`config.mk`:
```
export PLATFORM = sky130hd
export DESIGN_NAME = rr_arbiter8
export DESIGN_NICKNAME = d
export VERILOG_FILES = /design/src/rtl/arb_pkg.sv /design/src/rtl/rr_arbiter8_mux8.sv /design/src/rtl/rr_arbiter8.sv
export SDC_FILE = /design/constraint.sdc
export NUM_CORES = 1
export LEC_CHECK = 0
export CORE_AREA = 5 5 120 122
export CTS_BUF_LIST = sky130_fd_sc_hd__clkbuf_16
export DETAILED_ROUTE_END_ITERATION = 16
export DIE_AREA = 0 0 125 127
export PLACE_DENSITY = 0.71
export SLEW_MARGIN = 20
export SYNTH_ARGS = -nofsm -noshare
export SYNTH_HDL_FRONTEND = slang
export SYNTH_SLANG_ARGS = --single-unit
export TNS_END_PERCENT = 20
```
`constraint.sdc`:
```
create_clock -name clk -period 3.1 [get_ports clk]
set_input_delay 0.62 -clock clk [delete_from_list [all_inputs] [get_ports clk]]
set_output_delay 0.62 -clock clk [all_outputs]
set_load 0.02 [all_outputs]
```
`src/rtl/arb_pkg.sv`:
```
// Shared constants, state encoding and pointer helper for the 8-way round-robin arbiter.
package arb_pkg;

    localparam int NUM_REQ = 8;
    localparam int SEL_W   = 3;

    typedef enum logic [0:0] {
        IDLE = 1'b0,
        BUSY = 1'b1
    } arb_state_e;

    function automatic logic [SEL_W-1:0] next_ptr(input logic [SEL_W-1:0] sel);
        return SEL_W'((int'(sel) + 1) % NUM_REQ);
    endfunction

endpackage

```
`src/rtl/rr_arbiter8_mux8.sv`:
```
// Plain 8:1 data selector; the arbiter drives it with the registered grant index.
module mux8
    import arb_pkg::*;
#(
    parameter int WIDTH = 32
) (
    input  logic [WIDTH-1:0] d0,
    input  logic [WIDTH-1:0] d1,
    input  logic [WIDTH-1:0] d2,
    input  logic [WIDTH-1:0] d3,
    input  logic [WIDTH-1:0] d4,
    input  logic [WIDTH-1:0] d5,
    input  logic [WIDTH-1:0] d6,
    input  logic [WIDTH-1:0] d7,
    input  logic [SEL_W-1:0] signal,
    output logic [WIDTH-1:0] out
);

    always_comb begin
        out = d0;
        case (signal)
            3'd1:    out = d1;
            3'd2:    out = d2;
            3'd3:    out = d3;
            3'd4:    out = d4;
            3'd5:    out = d5;
            3'd6:    out = d6;
            3'd7:    out = d7;
            default: out = d0;
        endcase
    end

endmodule

```
`src/rtl/rr_arbiter8.sv`:
```
// Round-robin arbiter sharing one valid/ready beat port between 8 requesters.
// A grant lasts until the grantee's last beat or until MAX_BEATS beats have moved.
module rr_arbiter8
    import arb_pkg::*;
#(
    parameter int WIDTH     = 32,
    parameter int MAX_BEATS = 16
) (
    input  logic                     clk,
    input  logic                     rst_n,
    input  logic [NUM_REQ-1:0]       req_valid,
    input  logic [NUM_REQ-1:0]       req_last,
    input  logic [NUM_REQ*WIDTH-1:0] req_data,
    output logic [NUM_REQ-1:0]       req_ready,
    output logic                     out_valid,
    output logic [WIDTH-1:0]         out_data,
    output logic                     out_last,
    input  logic                     out_ready,
    output logic [SEL_W-1:0]         grant_sel,
    output logic                     grant_active
);

    localparam int CNT_W = (MAX_BEATS > 1) ? $clog2(MAX_BEATS) : 1;
    localparam logic [CNT_W-1:0] CNT_LAST = CNT_W'(MAX_BEATS - 1);

    arb_state_e       state_reg, state_next;
    logic [SEL_W-1:0] rr_ptr_reg, rr_ptr_next;
    logic [SEL_W-1:0] sel_reg, sel_next;
    logic [CNT_W-1:0] beat_cnt_reg, beat_cnt_next;

    logic [WIDTH-1:0] slice [NUM_REQ];
    logic [SEL_W-1:0] pick;
    logic [SEL_W-1:0] scan_idx;
    logic             pick_found;
    logic             busy;
    logic             xfer;
    logic             rel;

    genvar gi;
    generate
        for (gi = 0; gi < NUM_REQ; gi++) begin : g_slice
            assign slice[gi] = req_data[gi*WIDTH +: WIDTH];
        end
    endgenerate

    mux8 #(.WIDTH(WIDTH)) u_mux (
        .d0     (slice[0]),
        .d1     (slice[1]),
        .d2     (slice[2]),
        .d3     (slice[3]),
        .d4     (slice[4]),
        .d5     (slice[5]),
        .d6     (slice[6]),
        .d7     (slice[7]),
        .signal (sel_reg),
        .out    (out_data)
    );

    // Rotating priority: first requester found scanning upward from rr_ptr, wrapping mod 8.
    always_comb begin
        pick       = rr_ptr_reg;
        pick_found = 1'b0;
        scan_idx   = '0;
        for (int k = 0; k < NUM_REQ; k++) begin
            scan_idx = rr_ptr_reg + SEL_W'(k);
            if (!pick_found && req_valid[scan_idx]) begin
                pick       = scan_idx;
                pick_found = 1'b1;
            end
        end
    end

    // Outputs decode from state alone so an asserted reset clears them without a clock.
    assign busy         = (state_reg == BUSY);
    assign grant_active = busy;
    assign grant_sel    = sel_reg;
    assign out_valid    = busy & req_valid[sel_reg];
    assign out_last     = busy & req_last[sel_reg];
    assign req_ready    = (busy && out_ready) ? (NUM_REQ'(1) << sel_reg) : '0;

    assign xfer = out_valid & out_ready;
    assign rel  = xfer & (out_last | (beat_cnt_reg == CNT_LAST));

    always_comb begin
        state_next    = state_reg;
        rr_ptr_next   = rr_ptr_reg;
        sel_next      = sel_reg;
        beat_cnt_next = beat_cnt_reg;
        case (state_reg)
            IDLE: begin
                if (pick_found) begin
                    sel_next      = pick;
                    beat_cnt_next = '0;
                    state_next    = BUSY;
                end
            end
            BUSY: begin
                if (xfer) begin
                    beat_cnt_next = beat_cnt_reg + CNT_W'(1);
                end
                if (rel) begin
                    rr_ptr_next = next_ptr(sel_reg);
                    state_next  = IDLE;
                end
            end
            default: state_next = IDLE;
        endcase
    end

    always_ff @(posedge clk or negedge rst_n) begin
        if (!rst_n) begin
            state_reg    <= IDLE;
            rr_ptr_reg   <= '0;
            sel_reg      <= '0;
            beat_cnt_reg <= '0;
        end else begin
            state_reg    <= state_next;
            rr_ptr_reg   <= rr_ptr_next;
            sel_reg      <= sel_next;
            beat_cnt_reg <= beat_cnt_next;
        end
    end

endmodule

```
# Word-level counts from Yosys, hierarchy flattened

Index checks and enable logic that the tools add are counted.

Add/sub/neg operators: 9
Multiply operators: 0
Divide/modulo/power cells: 0
Magnitude comparators: 9
Eq/ne operators: 10
Shift operators: 1
Multiplexer cells: 43
Bitwise operators: 6
Reductions and logical operators: 18

Operators by type and width:

| kind                                                                          | number |
|---|---|
| 32-bit one-hot mux with 7 select lines                                        | 1 |
| 3-bit by 4-bit less-than comparator with 1-bit output (second input constant) | 9 |
| 1-bit binary-select mux with 3-bit select                                     | 10 |
| 3-bit two-way mux                                                             | 7 |
| 1-bit two-way mux                                                             | 20 |
| 3-bit adder (second input constant)                                           | 4 |
| 3-bit == test (second input constant)                                         | 4 |
| 1-bit logical AND                                                             | 8 |
| 4-bit two-way mux                                                             | 2 |
| 8-bit two-way mux                                                             | 1 |
| 4-bit one-hot mux with 2 select lines                                         | 1 |
| 1-bit by 3-bit << shifter with 8-bit output (first input constant)            | 1 |
| 1-bit logical NOT                                                             | 7 |
| 3-bit by 1-bit adder with 3-bit output (second input constant)                | 2 |
| 3-bit by 2-bit adder with 3-bit output (second input constant)                | 2 |
| 3-bit by 2-bit == test with 1-bit output (second input constant)              | 2 |
| 2-bit AND reduction                                                           | 3 |
| 4-bit by 1-bit adder with 4-bit output (second input constant)                | 1 |
| 1-bit bitwise AND                                                             | 4 |
| 4-bit == test (second input constant)                                         | 1 |
| 3-bit by 1-bit == test with 1-bit output (second input constant)              | 1 |
| 2-bit by 1-bit != test with 1-bit output (second input constant)              | 1 |
| 2-bit != test (second input constant)                                         | 1 |
| 1-bit one-hot mux with 2 select lines                                         | 1 |
| other kinds (2)                                                               | 2 |

Register bits after elaboration: 11
Latch bits: 0
Memory bits (writable): 0
Bits in read-only memories: 0
Input bits: 275
Output and inout port bits: 46
Word-level logic and storage cells: 100
Memories kept: 0

# Logic depth before layout (Yosys ltp)

Gate-level depths: netlist (run 1).

Depth in word-level cells: 26
Gate-level depth with buffers: 11
Depth with buffers taken out: 8

# Modules after synthesis

A second synthesis (run 1) with hierarchy kept.

Cell total of the unflattened synthesis: 484
Area, all modules: 4047.6 µm²

Modules (own cells, without submodules):

| module      | times used | cells each | area each (µm²) | sequential area each (µm²) |
|---|---|---|---|---|
| mux8        | 1          | 306        | 2244.7          | 0.0 |
| rr_arbiter8 | 1          | 178        | 1803.0          | 275.3 |

# Least setup slack after synthesis (run 1)

OpenSTA, ideal clock, no wires.

Path kind: reg2out
Start: register sel_reg[2] (netlist: grant_sel[2])
End: output out_data[10]
Arrival time: 2.424 ns
Data required time: 2.480 ns
Setup slack: 0.056 ns
Stages on the path, launching flop included: 10
Buffers on the path: 4
Cells stage by stage: dfrtp_1 > clkbuf_1 > clkinv_1 > clkbuf_1 > ha_1 > clkbuf_1 > nor4_1 > nand2_1 > buf_1 > mux2_2

Longest elaborated chain between the ends: 2
Elaborated cells between the ends (all ways): 8
Classes of those cells: 7 x eq/ne; 1 x mux

Ends and longest elaborated chain:

| what                                        | RTL line               | source |
|---|---|---|
| from (decl)                                 | rr_arbiter8.sv:28      | `logic [SEL_W-1:0] sel_reg, sel_next;` |
| from (signal assigned)                      | rr_arbiter8.sv:119     | `sel_reg <= sel_next;` |
| 3-bit == test, or another cell as far along | rr_arbiter8_mux8.sv:21 | `case (signal)` |
| 32-bit one-hot mux with 7 select lines (*)  | rr_arbiter8_mux8.sv:21 |  |
| to (decl)                                   | rr_arbiter8.sv:16      | `output logic [WIDTH-1:0] out_data,` |

Mark *: on every way between the ends. The rest lies on a longest branch, timed or not.

# Worst setup path after layout (run 1)

Start: register sel_reg[1] (netlist: grant_sel[1])
End: output out_data[24]

Same word-level chain as after synthesis.

==> summary.md, run 1 <==
| Metric | Value |
|---|---|
| R2R Path Start | rr_ptr_reg[1] |
| Seq/Total Area, Yosys | about 8% |
| CP delay by family, top | buffers and inverters |
| Status | complete, no violations |
| Number of synthesized register bits | 11 |
| Critical Path, Cell by Cell | ha_1 > ha_1 > buf_6 > a222oi_1 > o21ai_0 > mux2_2 > dlygate4sd2_1 |
| # rows | between 40 and 50 |
| Post-Synth Adder-Cell Area | between 3 and 4% |
| Avg Cell Area, Syn | between 8 and 9 sq um |
| Die height | between 100 and 150 microns |
| EDFF count, synth | 0 |
| Root buffer cell | clkbuf_16 |
| Clock Pin Slew Worst Setup and Hold Paths | roughly 0.040 ns |
| Critical path's most frequent cell | ha_1 |
| Pwr/cell area | around 850 nW/um^2 |
| H-tree depth | 1 |
| Max reg flops | 4 |
| VDD IR max | between 0.0003 and 0.0004 V |
| DR DRC count | 0 |
| WP buf/inv | 2 |
| Slew @ Worst Pin | around 0.74 ns |
| Setup Crit Path Kind | flop to output port |
| Share of cells above drive strength 1 | between 10% and 20% |
| Layout Area Growth over Synthesis | 104% |
| First DRT Iteration DRCs | between 300 and 400 |
| Worst Hold Class | flop to flop |
| Clock latency on the worst-skew pair | ~0.24 ns |
| # placed instances | between 800 and 900 |
| Final min period | approximately 3.0 ns |
| Mapped Nets | around 690 |
| Final Non-Filler Cells | between 800 and 900 |
| Worst r2r path cells | 8 |
| Post-synthesis mux area share | a little over a third |
| Clk_skew | approximately 0.0017 ns |
| Crit. End Element | output port |
| DR WL/cell | about 22 microns |
| Die area | roughly 16000 sq um |
| CP required | 2.48 ns |
| Total track usage | a little under a quarter |
| Die X | around 130 microns |
| Port bufs | 320 |
| Syn Inst Count | 410 |
| Reg-to-reg endpoint | grant_sel[2] |
| Prevailing post-synth register cell | dfrtp_1 |
| Final Hold Viols | 0 |
| Initial antenna violation count | 2 |
| Hold_sp | beat_cnt_reg[0] |
| TritonCTS buffer count | 3 |
| Data arrival, critical path | roughly 2.4 ns |
| Initial core utilization | 26.3% |
| Post-CTS setup buffers | 0 |
| CTS tree | yes |
| Largest family of logic cells by synthesized area | multiplexers |
| Max FO, Critical Path | 33 |
| Via count | roughly 5000 |
| Mapped Area | about 3400 sq um |
| Rel. slew slack | around half |
| Largest net degree at the start of global routing | 46 |
| Number of global-route vias before repair | 5221 |
| Initial DRT Pass Iterations | 7 |
| Slowest stage delay, CP | 0.40 ns |
| Pins Over Slew Limit | 0 |
| First-pass GRT wire length | approximately 30 mm |
| Setup-failing EPs final | 0 |
| Crit path launch type | flop |
| XOR/XNOR Fraction of Synth Area | approximately 1.2% |
| Max Cap Viol | 0 |
| Pleak | between 0.002 and 0.003 uW |
| Critical path's slowest cell | dfrtp_1 |
| GRT overflow | 0 |
| Post-Route WL | 19.7 mm |
| Nets | approximately 1000 |
| Remaining antenna violation count | 0 |
| Power Total | 5930 uW |
| Fmax | ~330 MHz |
| Yosys warnings | 0 |
| CORE AREA | ~13000 sq um |
| Hold EP | beat_cnt_reg[0] |
| Simple-gate portion of the synthesized area | between 10 and 15% |
| RSZ-0062 raised after global routing | yes |
| Synth cell types | 58 |
| Num ports | roughly 320 |
| Async SR Flop Fraction | between 90% and 100% |
| Clk buf depth | 2 |
| R2R setup slack | roughly 0.080 ns |
| Drt via density | about 5.5 |
| Clk sink count | 11 |
| Synth Area in Compound Gates | a little under a third |
| GPL Wtd Cong | roughly 0.98 |
| Hpwl dp | ~16 mm |
| Worst hold slack | 0.540 ns |
| Worst Hold Depth | 1 |
| Period utilization | between 90% and 100% |
timing repair:
action                                 CTS  global route
endpoints found under the hold margin    0             0
pin swaps                                2             2
setup endpoints to repair               32             9
gates resized for setup                 33             8
hold buffers                             0             0
power by group:
part / internal (uW) / switching (uW) / total (uW)
sequential: 208 / 73.1 / 282
combinational: 2520 / 2900 / 5420
clock: 169 / 65.1 / 235
total: 2900 / 3040 / 5930
area by class of cell:
type / instances / area [sq um]
timing repair buffer: 347 / 3450
tap: 176 / 220
clock inverter: 1 / 3.75
multi-input combinational: 340 / 2920
clock buffer: 3 / 75.1
sequential: 11 / 277
antenna: 2 / 5.00
inverter: 17 / 63.8
fill: 1194 / 6070
synthesized netlist by cell type, types with 4 or more instances:
master / n / area share (%)
a21oi_1: 6 / 0.87
a221oi_1: 24 / 6.1
a222oi_1: 32 / 9.3
a41oi_1: 21 / 5.3
and3_1: 4 / 0.73
buf_1: 5 / 0.54
clkbuf_1: 31 / 3.4
dfrtp_1: 11 / 8.0
ha_1: 9 / 3.3
inv_1: 16 / 1.7
mux2_2: 57 / 19
mux2i_1: 10 / 2.9
mux4_1: 5 / 3.8
mux4_2: 11 / 7.2
nand2_1: 55 / 6.0
nand3_1: 5 / 0.73
nor2_1: 26 / 2.8
nor3_1: 5 / 0.73
o21ai_0: 21 / 3.1
metrics by stage:
stage	setup slack, ns	area (sq um)	utilization [%]	TNS (ns)
detailed placement	-0.0474	6960	53.2	-0.0529
floorplan	0.0558	3450	-	0
CTS	0.0219	7010	53.5	0
global route	-0.0315	7010	53.6	-0.0487
global placement	0.000297	6960	53.2	0
finish	0.0583	7010	53.6	0
metal layers:
metal / global-route usage [%] / share of wire, % / routed length (microns) / vias to the layer above
met2: 42.8 / 52 / 10200 / 254
met1: 26.7 / 38 / 7560 / 2374
met5: 0 / 0 / 0 / -
met3: 5.51 / 7.4 / 1460 / 34
met4: 6.95 / 2.7 / 527 / 0
li1: - / - / - / 2293
how the worst max path moves through the flow:
stage | from | to | slack [ns] | cells after the start
floorplan | grant_sel[2] | out_data[10] | 0.06 | 9
global placement | req_data[88] | out_data[24] | 0.0003 | 6
detailed placement | req_valid[7] | grant_sel[2] | -0.05 | 7
CTS | grant_sel[0] | out_data[10] | 0.02 | 7
global route | rr_ptr_reg[1] | grant_sel[2] | -0.03 | 8
finish | grant_sel[1] | out_data[24] | 0.06 | 7
placed cells by master (no fill, tap or decap), types with 3 or more instances in the layout:
| master | n |
|---|---|
| mux2i_1 | 10 |
| clkbuf_16 | 3 |
| nand2_1 | 54 |
| clkdlybuf4s50_1 | 287 |
| o21ai_0 | 18 |
| a31oi_1 | 3 |
| ha_1 | 7 |
| o21ai_1 | 4 |
| a21oi_1 | 6 |
| mux4_2 | 11 |
| a41oi_1 | 21 |
| inv_1 | 17 |
| dfrtp_1 | 10 |
| dlygate4sd2_1 | 30 |
| and3_1 | 4 |
| mux2_2 | 57 |
| a221oi_1 | 24 |
| nor2_1 | 26 |
| nand3_1 | 5 |
| buf_4 | 19 |
| mux4_1 | 5 |
| nor3_1 | 5 |
| a222oi_1 | 32 |
| mux2i_2 | 3 |
| buf_12 | 6 |
logic make-up (layout without fill, tap and decap cells):
kind of cell | Yosys count | after routing
DFF | 11 | 11
other | 0 | 2
AOI/OAI and AO/OA | 128 | 128
xor gates and xnor gates | 4 | 4
muxes | 88 | 88
adders and majority gates | 9 | 9
and+or+nand+nor | 111 | 111
buffers and inverters | 59 | 368
No activity file was read; power rests on OpenSTA's default activity.
==> run 2: changes to the inputs <==
--- a/config.mk
+++ b/config.mk
@@ -5,11 +5,10 @@
 export SDC_FILE = /design/constraint.sdc
 export NUM_CORES = 1
 export LEC_CHECK = 0
-export CORE_AREA = 5 5 120 122
+export CORE_AREA = 2 2 124 126
 export CTS_BUF_LIST = sky130_fd_sc_hd__clkbuf_16
 export DETAILED_ROUTE_END_ITERATION = 16
-export DIE_AREA = 0 0 125 127
-export PLACE_DENSITY = 0.71
+export DIE_AREA = 0 0 126 128
 export SLEW_MARGIN = 20
 export SYNTH_ARGS = -nofsm -noshare
 export SYNTH_HDL_FRONTEND = slang
==> run 2 against run 1 <==
Compared with the run above: routed wire length increased by 8.0%; sequential power increased by 8.9%; worst hold slack got worse by 0.0097 ns; register-to-register slack improved by 0.24 ns; flip-flop and latch count unchanged; first-iteration DRC count increased by 18%; via count increased by 1.5%; cell area increased by 4.2%; setup slack improved by 0.011 ns; critical endpoint unchanged; largest cell class unchanged; largest power group unchanged.
==> summary.md, run 2 (synthesized netlist as in run 1, its figures left out) <==
| Metric | Value |
|---|---|
| Max reg flops | 4 (unchanged) |
| GRT overflow | 0 (unchanged) |
| # placed instances | 917 (+2.9%) |
| Initial antenna violation count | 6 (+4) |
| CTS tree | yes |
| Commonest non-fill, non-tap cell in the layout | clkdlybuf4s50_1 |
| Crit. End Element | output port |
| Hold_buf cts | 0 (unchanged) |
| Share of cells above drive strength 1 | 19.8% (+3.6 points) |
| Number of global-route vias before repair | 5106 (-2.2%) |
| Clk buf depth | 2 (unchanged) |
| GPL Wtd Cong | 0.947 (-3.5%) |
| Max FO, Critical Path | 5 (-85%) |
| Post-Route WL | 21.3 mm (+8.0%) |
| TritonCTS buffer count | 3 (unchanged) |
| Status | complete, no violations |
| Post-place setup slack | -0.345 ns (-0.298 ns) |
| DR DRC count | 0 (unchanged) |
| Commonest cells after routing, fill and taps aside | clkdlybuf4s50_1 (286), mux2_2 (55), nand2_1 (54), buf_4 (34), a222oi_1 (32) |
| Initial core utilization | 23.2% (-3.2 points) |
| Die X | 126 microns (+0.80%) |
| CP delay by family, top | buffers and inverters |
| Setup Crit Path Kind | flop to output port |
| Pins Over Slew Limit | 0 (unchanged) |
| H-tree depth | 1 (unchanged) |
| WP buf/inv | 4 (+2) |
| Clk_skew | 0.000336 ns (-0.00133 ns) |
| Critical path's slowest cell | a222oi_1 |
| Pwr/cell area | 846 nW/um^2 (about the same) |
| Num ports | 321 (unchanged) |
| Final min period | 3.03 ns (-0.0114 ns) |
| Fmax | 330 MHz (+0.38%) |
| Final Non-Filler Cells | 930 (+3.7%) |
| Setup-failing EPs final | 0 (unchanged) |
| Nets | 1023 (+1.9%) |
| Design area | 7310 sq um (+4.2%) |
| Slew @ Worst Pin | 0.763 ns (+0.0271 ns) |
| Crit path launch type | flop |
| Initial DRT Pass Iterations | 5 (-2) |
| Layout Area Growth over Synthesis | 112% |
| Clk sink count | 11 (unchanged) |
| Root buffer cell | clkbuf_16 |
| Die area | 16100 sq um (+1.6%) |
| Worst Slack Setup Final | 0.0697 ns (+0.0114 ns) |
| Max Cap Viol | 0 (unchanged) |
| Total track usage | 24.7% (+1.5 points) |
| Rel. slew slack | 48.8% (-1.8 points) |
| Data arrival, critical path | 2.41 ns (about the same) |
| Area after DPL | 7090 sq um (+1.9%) |
| Fillers | 1433 (+20%) |
| Final Hold Viols | 0 (unchanged) |
| Via count | 5027 (+1.5%) |
| Die height | 128 microns (+0.79%) |
| Clock Pin Slew Worst Setup and Hold Paths | 0.04 ns (about the same) |
| First DRT Iteration DRCs | 363 (+18%) |
| Pleak | 0.00275 uW (+4.9%) |
| Clock latency on the worst-skew pair | 0.24 ns (about the same) |
| Hpwl dp | 17.4 mm (+8.1%) |
| CORE AREA | 14900 sq um (+14%) |
| # rows | 45 (+7.1%) |
| VDD IR max | 0.000484 V (+28%) |
| Port bufs | 320 (unchanged) |
| Remaining antenna violation count | 0 (unchanged) |
| Slowest stage delay, CP | 0.44 ns (+0.04 ns) |
| Critical Path, Cell by Cell | ha_4 > ha_4 > buf_12 > buf_12 > a222oi_1 > buf_4 > o21ai_1 > mux2_4 > buf_12 |
| Critical path's most frequent cell | buf_12 |
| Largest net degree at the start of global routing | 44 (-4.3%) |
| CP required | 2.48 ns (about the same) |
| DR WL/cell | 22.9 microns (+4.1%) |
| Worst Hold Class | flop to flop |
| Period utilization | 97.8% (-0.37 points) |
| First-pass GRT wire length | 30.9 mm (+4.0%) |
| Drt via density | 5.41 (-2.1%) |
run 2: cell count changes in the layout (fill, tap and decap cells not counted), sizes merged:
| cell | delta |
|---|---|
| buf | +20 |
| diode | +2 |
| clkdlybuf4s50 | -1 |
run 2: path summary, 6_finish.rpt:
kind	start	end	slack (ns)	depth (start not counted)
worst max register to register	rr_ptr_reg[1]	grant_sel[2]	0.32	8
min in group asynchronous	rst_n	beat_cnt_reg[2]	0.72	1
worst max-delay path	grant_sel[1]	out_data[24]	0.07	9
worst min-delay path	beat_cnt_reg[0]	beat_cnt_reg[0]	0.53	1
worst min register to register	beat_cnt_reg[0]	beat_cnt_reg[0]	0.53	1
max in group asynchronous	rst_n	grant_sel[1]	2.02	1
run 2: layout make-up:
class	count	area [sq um]	share of cell area [%]
Antenna cell	4	10.0	0.137
Clock buffer	3	75.1	1.03
Clock inverter	1	3.75	0.0513
Inverter	17	63.8	0.873
Multi-Input combinational cell	340	2990	40.9
Sequential cell	11	279	3.82
Tap cell	188	235	3.22
Timing Repair Buffer	366	3660	50.0
run 2: per-layer routing:
metal  track usage (%)  wire, microns
met4              6.66            494
met5                 0             27
met2              43.8          10600
met3              4.34           1610
met1              31.0           8540
run 2: per-stage QoR:
| step | utilization [%] | TNS, ns | power (uW) | hold slack [ns] |
|---|---|---|---|---|
| 2_1_floorplan | - | 0 | 3790 | 0.324 |
| 3_3_place_gp | 47.7 | -0.407 | 6050 | 0.519 |
| 3_5_place_dp | 47.7 | -0.431 | 6120 | 0.527 |
| 4_1_cts | 48.1 | -0.250 | 6120 | 0.533 |
| 5_1_grt | 49.2 | -0.0110 | 6620 | 0.553 |
| 6_report | 49.2 | 0 | 6180 | 0.530 |
run 2: power breakdown:
group | total [uW] | switching (uW) | internal [uW] | leakage [uW]
sequential | 307 | 97.2 | 210 | 0.000132
clock | 230 | 61.1 | 169 | 0.0000423
combinational | 5650 | 2990 | 2650 | 0.00257
total | 6180 | 3150 | 3030 | 0.00275
run 2: what timing repair did:
item	4_1_cts	5_1_grt
gates resized for setup	42	18
setup buffers	0	4
setup endpoints to repair	33	30
pin swaps	3	3
endpoints found under the hold margin	0	0
cloned	0	1
